`src/rtl/vga_pkg.sv`:
```
`default_nettype none
// ============================================================================
//  Module      : vga_pkg
//  Description : Shared types and default 800x600@72 timing for the VGA beam
//                sequencer and its axis counters.
//  Revision    : 1.0 - initial release
// ============================================================================
package vga_pkg;

   // Raster phase of one axis; the order follows the scan order of a line/frame
   typedef enum logic [1:0] {
      ACT  = 2'd0,
      FP   = 2'd1,
      SYNC = 2'd2,
      BP   = 2'd3
   } vga_phase_t;

   typedef logic [10:0] beam_x_t;
   typedef logic [9:0]  beam_y_t;

   // Default 800x600@72 timing (50 MHz pixel clock)
   localparam int C_H_VISIBLE = 800;
   localparam int C_H_FRONT   = 56;
   localparam int C_H_SYNC    = 120;
   localparam int C_H_BACK    = 64;
   localparam int C_V_VISIBLE = 600;
   localparam int C_V_FRONT   = 37;
   localparam int C_V_SYNC    = 6;
   localparam int C_V_BACK    = 23;

endpackage : vga_pkg
`default_nettype wire

```
`src/rtl/vga_beam_sequencer_if.sv`:
```
`default_nettype none
// ============================================================================
//  Module      : vga_beam_sequencer_if
//  Description : Beam/sync bundle between the raster sequencer (master) and
//                the painter / DAC side (slave).
//  Revision    : 1.0 - initial release
// ============================================================================
interface vga_beam_sequencer_if;
   import vga_pkg::*;

   logic    pix_en;
   beam_x_t beam_x;
   beam_y_t beam_y;
   logic    draw;
   logic    hsync;
   logic    vsync;
   logic    frame_start;
   logic    vblank;

   modport master (
      input  pix_en,
      output beam_x, beam_y, draw, hsync, vsync, frame_start, vblank
   );

   modport slave (
      output pix_en,
      input  beam_x, beam_y, draw, hsync, vsync, frame_start, vblank
   );

endinterface : vga_beam_sequencer_if
`default_nettype wire

```
`src/rtl/vga_axis_counter.sv`:
```
`default_nettype none
// ============================================================================
//  Module      : vga_axis_counter
//  Description : Position counter plus ACT/FP/SYNC/BP phase FSM for one
//                raster axis. Advances on step_i, wraps after the back porch.
//  Revision    : 1.0 - initial release
// ============================================================================
module vga_axis_counter #(
   parameter int VISIBLE = 800,
   parameter int FRONT   = 56,
   parameter int SYNC    = 120,
   parameter int BACK    = 64,
   parameter int WIDTH   = 11
) (
   input  wire logic               clk,
   input  wire logic               rst_n,
   input  wire logic               step_i,
   output logic [WIDTH-1:0]        count_o,
   output vga_pkg::vga_phase_t     phase_nxt_o,
   output logic                    wrap_o
);
   import vga_pkg::*;

   localparam int TOTAL = VISIBLE + FRONT + SYNC + BACK;

   // Last position of each phase; the phase changes on the step leaving it
   localparam logic [WIDTH-1:0] C_ACT_END  = WIDTH'(VISIBLE - 1);
   localparam logic [WIDTH-1:0] C_FP_END   = WIDTH'(VISIBLE + FRONT - 1);
   localparam logic [WIDTH-1:0] C_SYNC_END = WIDTH'(VISIBLE + FRONT + SYNC - 1);
   localparam logic [WIDTH-1:0] C_LAST     = WIDTH'(TOTAL - 1);

   // Each phase must be at least one position long for the FSM to visit it
   if (VISIBLE < 1 || FRONT < 1 || SYNC < 1 || BACK < 1) begin : g_chk_phases
      $error("vga_axis_counter: every phase needs a length of at least 1");
   end

   if (TOTAL > (1 << WIDTH)) begin : g_chk_width
      $error("vga_axis_counter: TOTAL does not fit in WIDTH bits");
   end

   logic [WIDTH-1:0]     count_q, count_d;
   vga_pkg::vga_phase_t  phase_q, phase_d;

   // State register: position and phase
   always_ff @(posedge clk or negedge rst_n) begin
      if (!rst_n) begin
         count_q <= '0;
         phase_q <= vga_pkg::ACT;
      end else begin
         count_q <= count_d;
         phase_q <= phase_d;
      end
   end

   // Next state: increment with wrap, phase advances on its last position
   always_comb begin
      count_d = count_q;
      phase_d = phase_q;
      if (step_i) begin
         if (count_q == C_LAST) begin
            count_d = '0;
         end else begin
            count_d = count_q + 1'b1;
         end
         case (phase_q)
            vga_pkg::ACT:  if (count_q == C_ACT_END)  phase_d = vga_pkg::FP;
            vga_pkg::FP:   if (count_q == C_FP_END)   phase_d = vga_pkg::SYNC;
            vga_pkg::SYNC: if (count_q == C_SYNC_END) phase_d = vga_pkg::BP;
            vga_pkg::BP:   if (count_q == C_LAST)     phase_d = vga_pkg::ACT;
            default:                                  phase_d = vga_pkg::ACT;
         endcase
      end
   end

   // Outputs: current position, upcoming phase and the wrap strobe
   always_comb begin
      count_o     = count_q;
      phase_nxt_o = phase_d;
      wrap_o      = step_i && (count_q == C_LAST);
   end

endmodule : vga_axis_counter
`default_nettype wire

```
`src/rtl/vga_beam_sequencer.sv`:
```
`default_nettype none
// ============================================================================
//  Module      : vga_beam_sequencer
//  Description : VGA raster timing generator. Drives beam position, draw,
//                hsync/vsync, frame_start and vblank from two axis counters.
//                Optional macro VGA_SYNC_ALIGN_EN delays hsync/vsync by
//                PAINTER_LAT cycles to match a registered painter pipeline.
//  Revision    : 1.0 - initial release
// ============================================================================
module vga_beam_sequencer #(
   parameter int H_VISIBLE   = vga_pkg::C_H_VISIBLE,
   parameter int H_FRONT     = vga_pkg::C_H_FRONT,
   parameter int H_SYNC      = vga_pkg::C_H_SYNC,
   parameter int H_BACK      = vga_pkg::C_H_BACK,
   parameter int V_VISIBLE   = vga_pkg::C_V_VISIBLE,
   parameter int V_FRONT     = vga_pkg::C_V_FRONT,
   parameter int V_SYNC      = vga_pkg::C_V_SYNC,
   parameter int V_BACK      = vga_pkg::C_V_BACK,
   parameter bit SYNC_ACTIVE = 1'b1,
   parameter int PAINTER_LAT = 1
) (
   input  wire logic              clk,
   input  wire logic              rst_n,
   vga_beam_sequencer_if.master   bus
);
   import vga_pkg::*;

   localparam int H_TOTAL = H_VISIBLE + H_FRONT + H_SYNC + H_BACK;
   localparam int V_TOTAL = V_VISIBLE + V_FRONT + V_SYNC + V_BACK;

   localparam logic C_SYNC_ON  = SYNC_ACTIVE;
   localparam logic C_SYNC_OFF = ~SYNC_ACTIVE;

   if (H_TOTAL > 2048) begin : g_chk_htotal
      $error("vga_beam_sequencer: H_TOTAL exceeds 11-bit beam_x range");
   end

   if (V_TOTAL > 1024) begin : g_chk_vtotal
      $error("vga_beam_sequencer: V_TOTAL exceeds 10-bit beam_y range");
   end

   if (PAINTER_LAT < 1) begin : g_chk_lat
      $error("vga_beam_sequencer: PAINTER_LAT must be at least 1");
   end

   // Reset acts as a frame boundary: the first enabled cycle presents (0,0)
   // with frame_start, and only later enabled cycles move the beam.
   logic        primed_q;
   logic        h_step, v_step, h_wrap, v_wrap;
   vga_phase_t  h_nxt, v_nxt;
   beam_x_t     h_cnt;
   beam_y_t     v_cnt;

   logic        draw_q, hsync_q, vsync_q, vblank_q, frame_start_q;

   assign h_step = bus.pix_en & primed_q;
   assign v_step = h_wrap & bus.pix_en;

   vga_axis_counter #(
      .VISIBLE (H_VISIBLE),
      .FRONT   (H_FRONT),
      .SYNC    (H_SYNC),
      .BACK    (H_BACK),
      .WIDTH   ($bits(beam_x_t))
   ) u_h_axis (
      .clk         (clk),
      .rst_n       (rst_n),
      .step_i      (h_step),
      .count_o     (h_cnt),
      .phase_nxt_o (h_nxt),
      .wrap_o      (h_wrap)
   );

   vga_axis_counter #(
      .VISIBLE (V_VISIBLE),
      .FRONT   (V_FRONT),
      .SYNC    (V_SYNC),
      .BACK    (V_BACK),
      .WIDTH   ($bits(beam_y_t))
   ) u_v_axis (
      .clk         (clk),
      .rst_n       (rst_n),
      .step_i      (v_step),
      .count_o     (v_cnt),
      .phase_nxt_o (v_nxt),
      .wrap_o      (v_wrap)
   );

   // Registered status outputs follow the phases the counters move into
   always_ff @(posedge clk or negedge rst_n) begin
      if (!rst_n) begin
         primed_q      <= 1'b0;
         draw_q        <= 1'b0;
         hsync_q       <= C_SYNC_OFF;
         vsync_q       <= C_SYNC_OFF;
         vblank_q      <= 1'b0;
         frame_start_q <= 1'b0;
      end else begin
         frame_start_q <= bus.pix_en & (~primed_q | v_wrap);
         if (bus.pix_en) begin
            primed_q <= 1'b1;
            draw_q   <= (h_nxt == ACT) && (v_nxt == ACT);
            hsync_q  <= (h_nxt == SYNC) ? C_SYNC_ON : C_SYNC_OFF;
            vsync_q  <= (v_nxt == SYNC) ? C_SYNC_ON : C_SYNC_OFF;
            vblank_q <= (v_nxt != ACT);
         end
      end
   end

`ifdef VGA_SYNC_ALIGN_EN
   logic [PAINTER_LAT-1:0] hs_pipe_q, vs_pipe_q;

   // Delay the syncs to line up with the painter's registered RGB
   always_ff @(posedge clk or negedge rst_n) begin
      if (!rst_n) begin
         hs_pipe_q <= {PAINTER_LAT{C_SYNC_OFF}};
         vs_pipe_q <= {PAINTER_LAT{C_SYNC_OFF}};
      end else begin
         hs_pipe_q[0] <= hsync_q;
         vs_pipe_q[0] <= vsync_q;
         for (int i = 1; i < PAINTER_LAT; i++) begin
            hs_pipe_q[i] <= hs_pipe_q[i-1];
            vs_pipe_q[i] <= vs_pipe_q[i-1];
         end
      end
   end

   assign bus.hsync = hs_pipe_q[PAINTER_LAT-1];
   assign bus.vsync = vs_pipe_q[PAINTER_LAT-1];
`else
   assign bus.hsync = hsync_q;
   assign bus.vsync = vsync_q;
`endif

   assign bus.beam_x      = h_cnt;
   assign bus.beam_y      = v_cnt;
   assign bus.draw        = draw_q;
   assign bus.vblank      = vblank_q;
   assign bus.frame_start = frame_start_q;

endmodule : vga_beam_sequencer
`default_nettype wire
```
`src/flat_wrapper.sv`:
```
// flat-port wrapper written by rule: the top's interface ports become plain ports
module vga_beam_sequencer_flat import vga_pkg::*;
#(
   parameter int H_VISIBLE   = vga_pkg::C_H_VISIBLE,
   parameter int H_FRONT     = vga_pkg::C_H_FRONT,
   parameter int H_SYNC      = vga_pkg::C_H_SYNC,
   parameter int H_BACK      = vga_pkg::C_H_BACK,
   parameter int V_VISIBLE   = vga_pkg::C_V_VISIBLE,
   parameter int V_FRONT     = vga_pkg::C_V_FRONT,
   parameter int V_SYNC      = vga_pkg::C_V_SYNC,
   parameter int V_BACK      = vga_pkg::C_V_BACK,
   parameter bit SYNC_ACTIVE = 1'b1,
   parameter int PAINTER_LAT = 1
)
  (clk, rst_n, bus_pix_en, bus_beam_x, bus_beam_y, bus_draw, bus_hsync, bus_vsync, bus_frame_start, bus_vblank);
  vga_beam_sequencer_if bus_i ();
  input  wire logic clk;
  input  wire logic rst_n;
  input wire logic [$bits(bus_i.pix_en)-1:0] bus_pix_en;
  output wire logic [$bits(bus_i.beam_x)-1:0] bus_beam_x;
  output wire logic [$bits(bus_i.beam_y)-1:0] bus_beam_y;
  output wire logic [$bits(bus_i.draw)-1:0] bus_draw;
  output wire logic [$bits(bus_i.hsync)-1:0] bus_hsync;
  output wire logic [$bits(bus_i.vsync)-1:0] bus_vsync;
  output wire logic [$bits(bus_i.frame_start)-1:0] bus_frame_start;
  output wire logic [$bits(bus_i.vblank)-1:0] bus_vblank;
  assign bus_i.pix_en = bus_pix_en;
  assign bus_beam_x = bus_i.beam_x;
  assign bus_beam_y = bus_i.beam_y;
  assign bus_draw = bus_i.draw;
  assign bus_hsync = bus_i.hsync;
  assign bus_vsync = bus_i.vsync;
  assign bus_frame_start = bus_i.frame_start;
  assign bus_vblank = bus_i.vblank;
  vga_beam_sequencer #(.H_VISIBLE(H_VISIBLE), .H_FRONT(H_FRONT), .H_SYNC(H_SYNC), .H_BACK(H_BACK), .V_VISIBLE(V_VISIBLE), .V_FRONT(V_FRONT), .V_SYNC(V_SYNC), .V_BACK(V_BACK), .SYNC_ACTIVE(SYNC_ACTIVE), .PAINTER_LAT(PAINTER_LAT)) u_core (.clk(clk), .rst_n(rst_n), .bus(bus_i));
endmodule
```
`config.mk`:
```
export PLATFORM = sky130hd
export DESIGN_NAME = vga_beam_sequencer_flat
export DESIGN_NICKNAME = d
export VERILOG_FILES = /design/src/rtl/vga_pkg.sv /design/src/rtl/vga_beam_sequencer_if.sv /design/src/rtl/vga_axis_counter.sv /design/src/rtl/vga_beam_sequencer.sv /design/src/flat_wrapper.sv
export SDC_FILE = /design/constraint.sdc
export NUM_CORES = 1
export LEC_CHECK = 0
export CAP_MARGIN = 20
export CORE_MARGIN = 2
export CORE_UTILIZATION = 52
export DETAILED_ROUTE_END_ITERATION = 10
export GPL_TIMING_DRIVEN = 0
export PLACE_DENSITY = 0.88
export SLEW_MARGIN = 20
export SYNTH_ARGS = -nofsm -noshare
export SYNTH_HDL_FRONTEND = slang
export SYNTH_HIERARCHICAL = 1
export SYNTH_SLANG_ARGS = --single-unit
```
`constraint.sdc`:
```
create_clock -name clk -period 3.45 [get_ports clk]
set_input_delay 0.69 -clock clk [delete_from_list [all_inputs] [get_ports clk]]
set_output_delay 0.69 -clock clk [all_outputs]
set_load 0.02 [all_outputs]
```
==> flow_summary_export.csv, run 1 <==
group,metric,value,unit
synthesis,syn_nets,167,
floorplanning,fp-row-count,20,
floorplanning,dieArea,0.003584,sq mm
synthesis,yosysSeqAreaShare,47.80,%
grt,grt_use_met2,34.16,%
power_and_ir_drop,pwr-share-seq,48.1,%
clock_network,h-tree-depth,2,
sta,holdWs,0.3770,ns
power_and_ir_drop,power_frac_clock,22.0,%
final_layout,final_cell_mix,"dfrtp_1 (31), clkdlybuf4s50_1 (26), nor2_1 (21)",
worst_setup_path,slowest_delay,0.29,ns
detailed_routing,drc,0,
grt,grtUsageMet1,27.02,%
power_and_ir_drop,internal_power,615.8,uW
grt,grt_use_total,21.39,%
clock_network,cts_tree,"done",
detailed_routing,ant_nets,0,
sta,clock_skew,0.009387,ns
floorplanning,die_x,59.87,um
run,maxCapViolations,0,
worst_setup_path,crit_fanout,8,
worst_setup_path,cpMaxStageDelayCell,"a31oi_2",
worst_setup_path,cp-end-kind,"flip-flop",
outcome,status,"complete, no violations",
grt,grt_pass1_wl,5561,um
placement,portBuffers,28,
clock_network,path_clk_slew,0.11,ns
synthesis,syn_avg_cell_area,10.21,sq um
synthesis,synth.ff_latch_count,31,
synthesis,syn_inst,159,
power_and_ir_drop,pwr_density_cell,461.3,mW/mm^2
sta,worstMarginPinSlew,0.6839,ns
final_layout,diodes,0,
worst_setup_path,cp_common_cell,"buf_6",
clock_network,clockBufferDepth,2,
synthesis,ys_types,37,
floorplanning,core-area,0.003003,sq mm
worst_setup_path,cp.depth,16,
final_layout,stdcell_area,0.002064,sq mm
final_layout,drive_above_1_share,15.50,%
synthesis,yosys_warnings,6,
grt,top_usage_layer,"met2",
power_and_ir_drop,irDropWorstVdd,0.0003774,V
placement,dp_hpwl,2356,um
placement,routabilityCongestion,0.8468,
worst_setup_path,crit_family,"simple AND/OR/NAND/NOR gates",
floorplanning,initial_utilization,54.04,%
synthesis,synth-main-ff-cell,"dfrtp_1",
detailed_routing,wirelength,3505,um
clock_network,cts_made_buffers,5,
sta,slew_viol_final,0,
floorplanning,pin_count,29,
final_layout,layout-area-overhead-vs-synth,27.22,%
worst_setup_path,path_buf_inv,6,
synthesis,synth_edf_count,0,
synthesis,netlist_area,0.001623,sq mm
worst_setup_path,worstRegToRegCells,13,
worst_setup_path,start_kind,"primary input",
sta,fin_crit_sh,87.67,%
sta,fmax,0.3306,GHz
power_and_ir_drop,pwr-share-comb,29.9,%
final_layout,multiInputGateArea,780.7,sq um
clock_network,cts-root-buf,"clkbuf_4",
clock_network,cts_sinks,31,
detailed_routing,first_iter_violations,79,
detailed_routing,vias,1347,
grt,grt_overflow,0,
sta,setup-violations-final,0,
detailed_routing,vias_per_cell,5.781,
floorplanning,die_y,59.87,um
power_and_ir_drop,power,952.4,uW
final_layout,fillCellCount,244,
clock_network,ctsHoldBuffers,0,
grt,antenna_found_initial,0,
detailed_routing,drt-pass1-iter-count,4,
worst_setup_path,cp.required,3.69,ns
placement,dpl_cell_area,0.001939,sq mm
final_layout,nets,207,
worst_setup_path,crit_chain,"dlymetal6s2s_1 -> buf_6 -> and2_1 -> buf_6 -> and4_1 -> buf_4 -> and4_1 -> buf_4 -> and2_1 -> buf_6 -> nand3b_1 -> nor2_2 -> a21oi_1 -> a31oi_2 -> nor4_2 -> mux2_2",
grt,met3_usage,6.494,%
worst_setup_path,path_class,"in2reg",
sta,rsz0062_at_grt,"no",
sta,relSlewSlack,54.41,%
power_and_ir_drop,swShare,35.34,%
grt,grt_max_degree,32,
clock_network,clock_latency,0.34,ns
final_layout,seq_area,775.7,sq um
synthesis,synthArstFlopShare,100.0,%
grt,first_global_vias,1265,
sta,finalHoldViolCount,0,
power_and_ir_drop,switching_power,336.6,uW
final_layout,final_common_cell,"dfrtp_1",
detailed_routing,post_drt_wl_per_cell,15.04,um
power_and_ir_drop,p_leak,0.0008602,uW
worst_hold_path,min_path_type,"in2async",
worst_setup_path,worst-endpoint-arrival,3.26,ns
sta,period_needed,3.025,ns
power groups by stage:
stage               Clock [uW]  Sequential (uW)  Combinational [uW]
finish                     209              458                 285
global route               232              467                 310
CTS                        220              458                 285
detailed placement           0              464                 283
global placement             0              462                 274
floorplan                    0              506                 118
state kept, by name (all words and copies together) (netlist names):
signal                   flops
u_core/u_h_axis/count_o     11
u_core/u_v_axis/count_o     10
u_core/u_h_axis/phase_q      2
u_core/u_v_axis/phase_q      2
u_core/bus.draw              1
u_core/bus.frame_start       1
u_core/bus.hsync             1
u_core/bus.vblank            1
u_core/bus.vsync             1
u_core/primed_q              1
routing by layer:
| metal | part of all wire [%] | vias up |
|---|---|---|
| met3 | 5.7 | 8 |
| met4 | 2.0 | 0 |
| met5 | 0 | - |
| li1 | - | 637 |
| met2 | 49 | 55 |
| met1 | 43 | 647 |
what timing repair did:
action,in CTS,in global routing
setup endpoints to repair,1,3
resized for setup,3,5
pin swaps,0,5
buffers inserted,0,5
stage by stage:
step,cells,setup slack (ns),TNS (ns),utilization (%)
finish,233,0.4254,0,68.75
global route,233,0.2427,0,68.75
CTS,228,0.04874,0,66.88
detailed placement,220,-0.4089,-0.8148,64.58
global placement,220,-0.3350,-0.6147,64.75
floorplan,159,0.4466,0,-
Yosys cell counts, types with 4 or more instances:
| cell | instances | area share (%) |
|---|---|---|
| ha_1 | 5 | 3.9 |
| dfrtp_1 | 31 | 48 |
| nor2_1 | 22 | 5.1 |
| nand3_1 | 6 | 1.9 |
| xnor2_1 | 13 | 7.0 |
| nand2_1 | 8 | 1.9 |
| o21ai_0 | 5 | 1.5 |
| xor2_1 | 4 | 2.2 |
| nand4_1 | 8 | 3.1 |
| inv_1 | 12 | 2.8 |
| buf_4 | 4 | 1.9 |
cell families (layout without fill, tap and decap cells):
kind of cell / Yosys count / in the layout / share of synthesized area [%]
AND/OR/NAND/NOR: 68 / 68 / 24.44
flip-flops: 31 / 31 / 47.80
buffers and inverters: 18 / 59 / 5.628
XOR/XNOR: 17 / 17 / 9.175
AO/OA/AOI/OAI: 16 / 16 / 6.555
adder cells (fa/ha/maj): 5 / 5 / 3.855
multiplexers: 4 / 4 / 2.544
final timing paths:
check / start / to / slack (ns)
setup / recovery: bus_pix_en / u_core/bus.draw / 0.43
hold / removal: rst_n / u_core/u_v_axis/count_o[3] / 0.38
setup reg to reg: u_core/u_h_axis/count_o[0] / u_core/bus.draw / 0.64
hold reg to reg: u_core/primed_q / u_core/bus.frame_start / 0.50
max in group asynchronous: rst_n / u_core/u_h_axis/count_o[8] / 2.63
min in group clk: u_core/primed_q / u_core/bus.frame_start / 0.50
cell type report:
class                   instances  share of cell area, %
plain buffers                   6                  2.606
clock buffers                   5                  1.818
clock inverters                 3                 0.7273
inverters                      12                  2.182
well taps                      33                  2.000
repair buffers                 33                  15.27
flip-flops and latches         31                  37.58
multi-input cells             110                  37.82
(Power assumes the default switching activity.)
==> run 2, diff against run 1 <==
==> constraint.sdc (replaced) <==
create_clock -name clk -period 3.45 [get_ports clk]
set_input_delay 0.69 -clock clk [delete_from_list [all_inputs] [get_ports clk]]
set_output_delay 0.69 -clock clk [all_outputs]
set_load 0.01 [all_outputs]
==> results of run 2 <==
The final DEF is identical to that of run 1. Status: complete, no violations.
Among the figures that moved: total power 952.4 uW -> 920.9 uW; worst IR drop on VDD 0.0003774 V -> 0.0003566 V
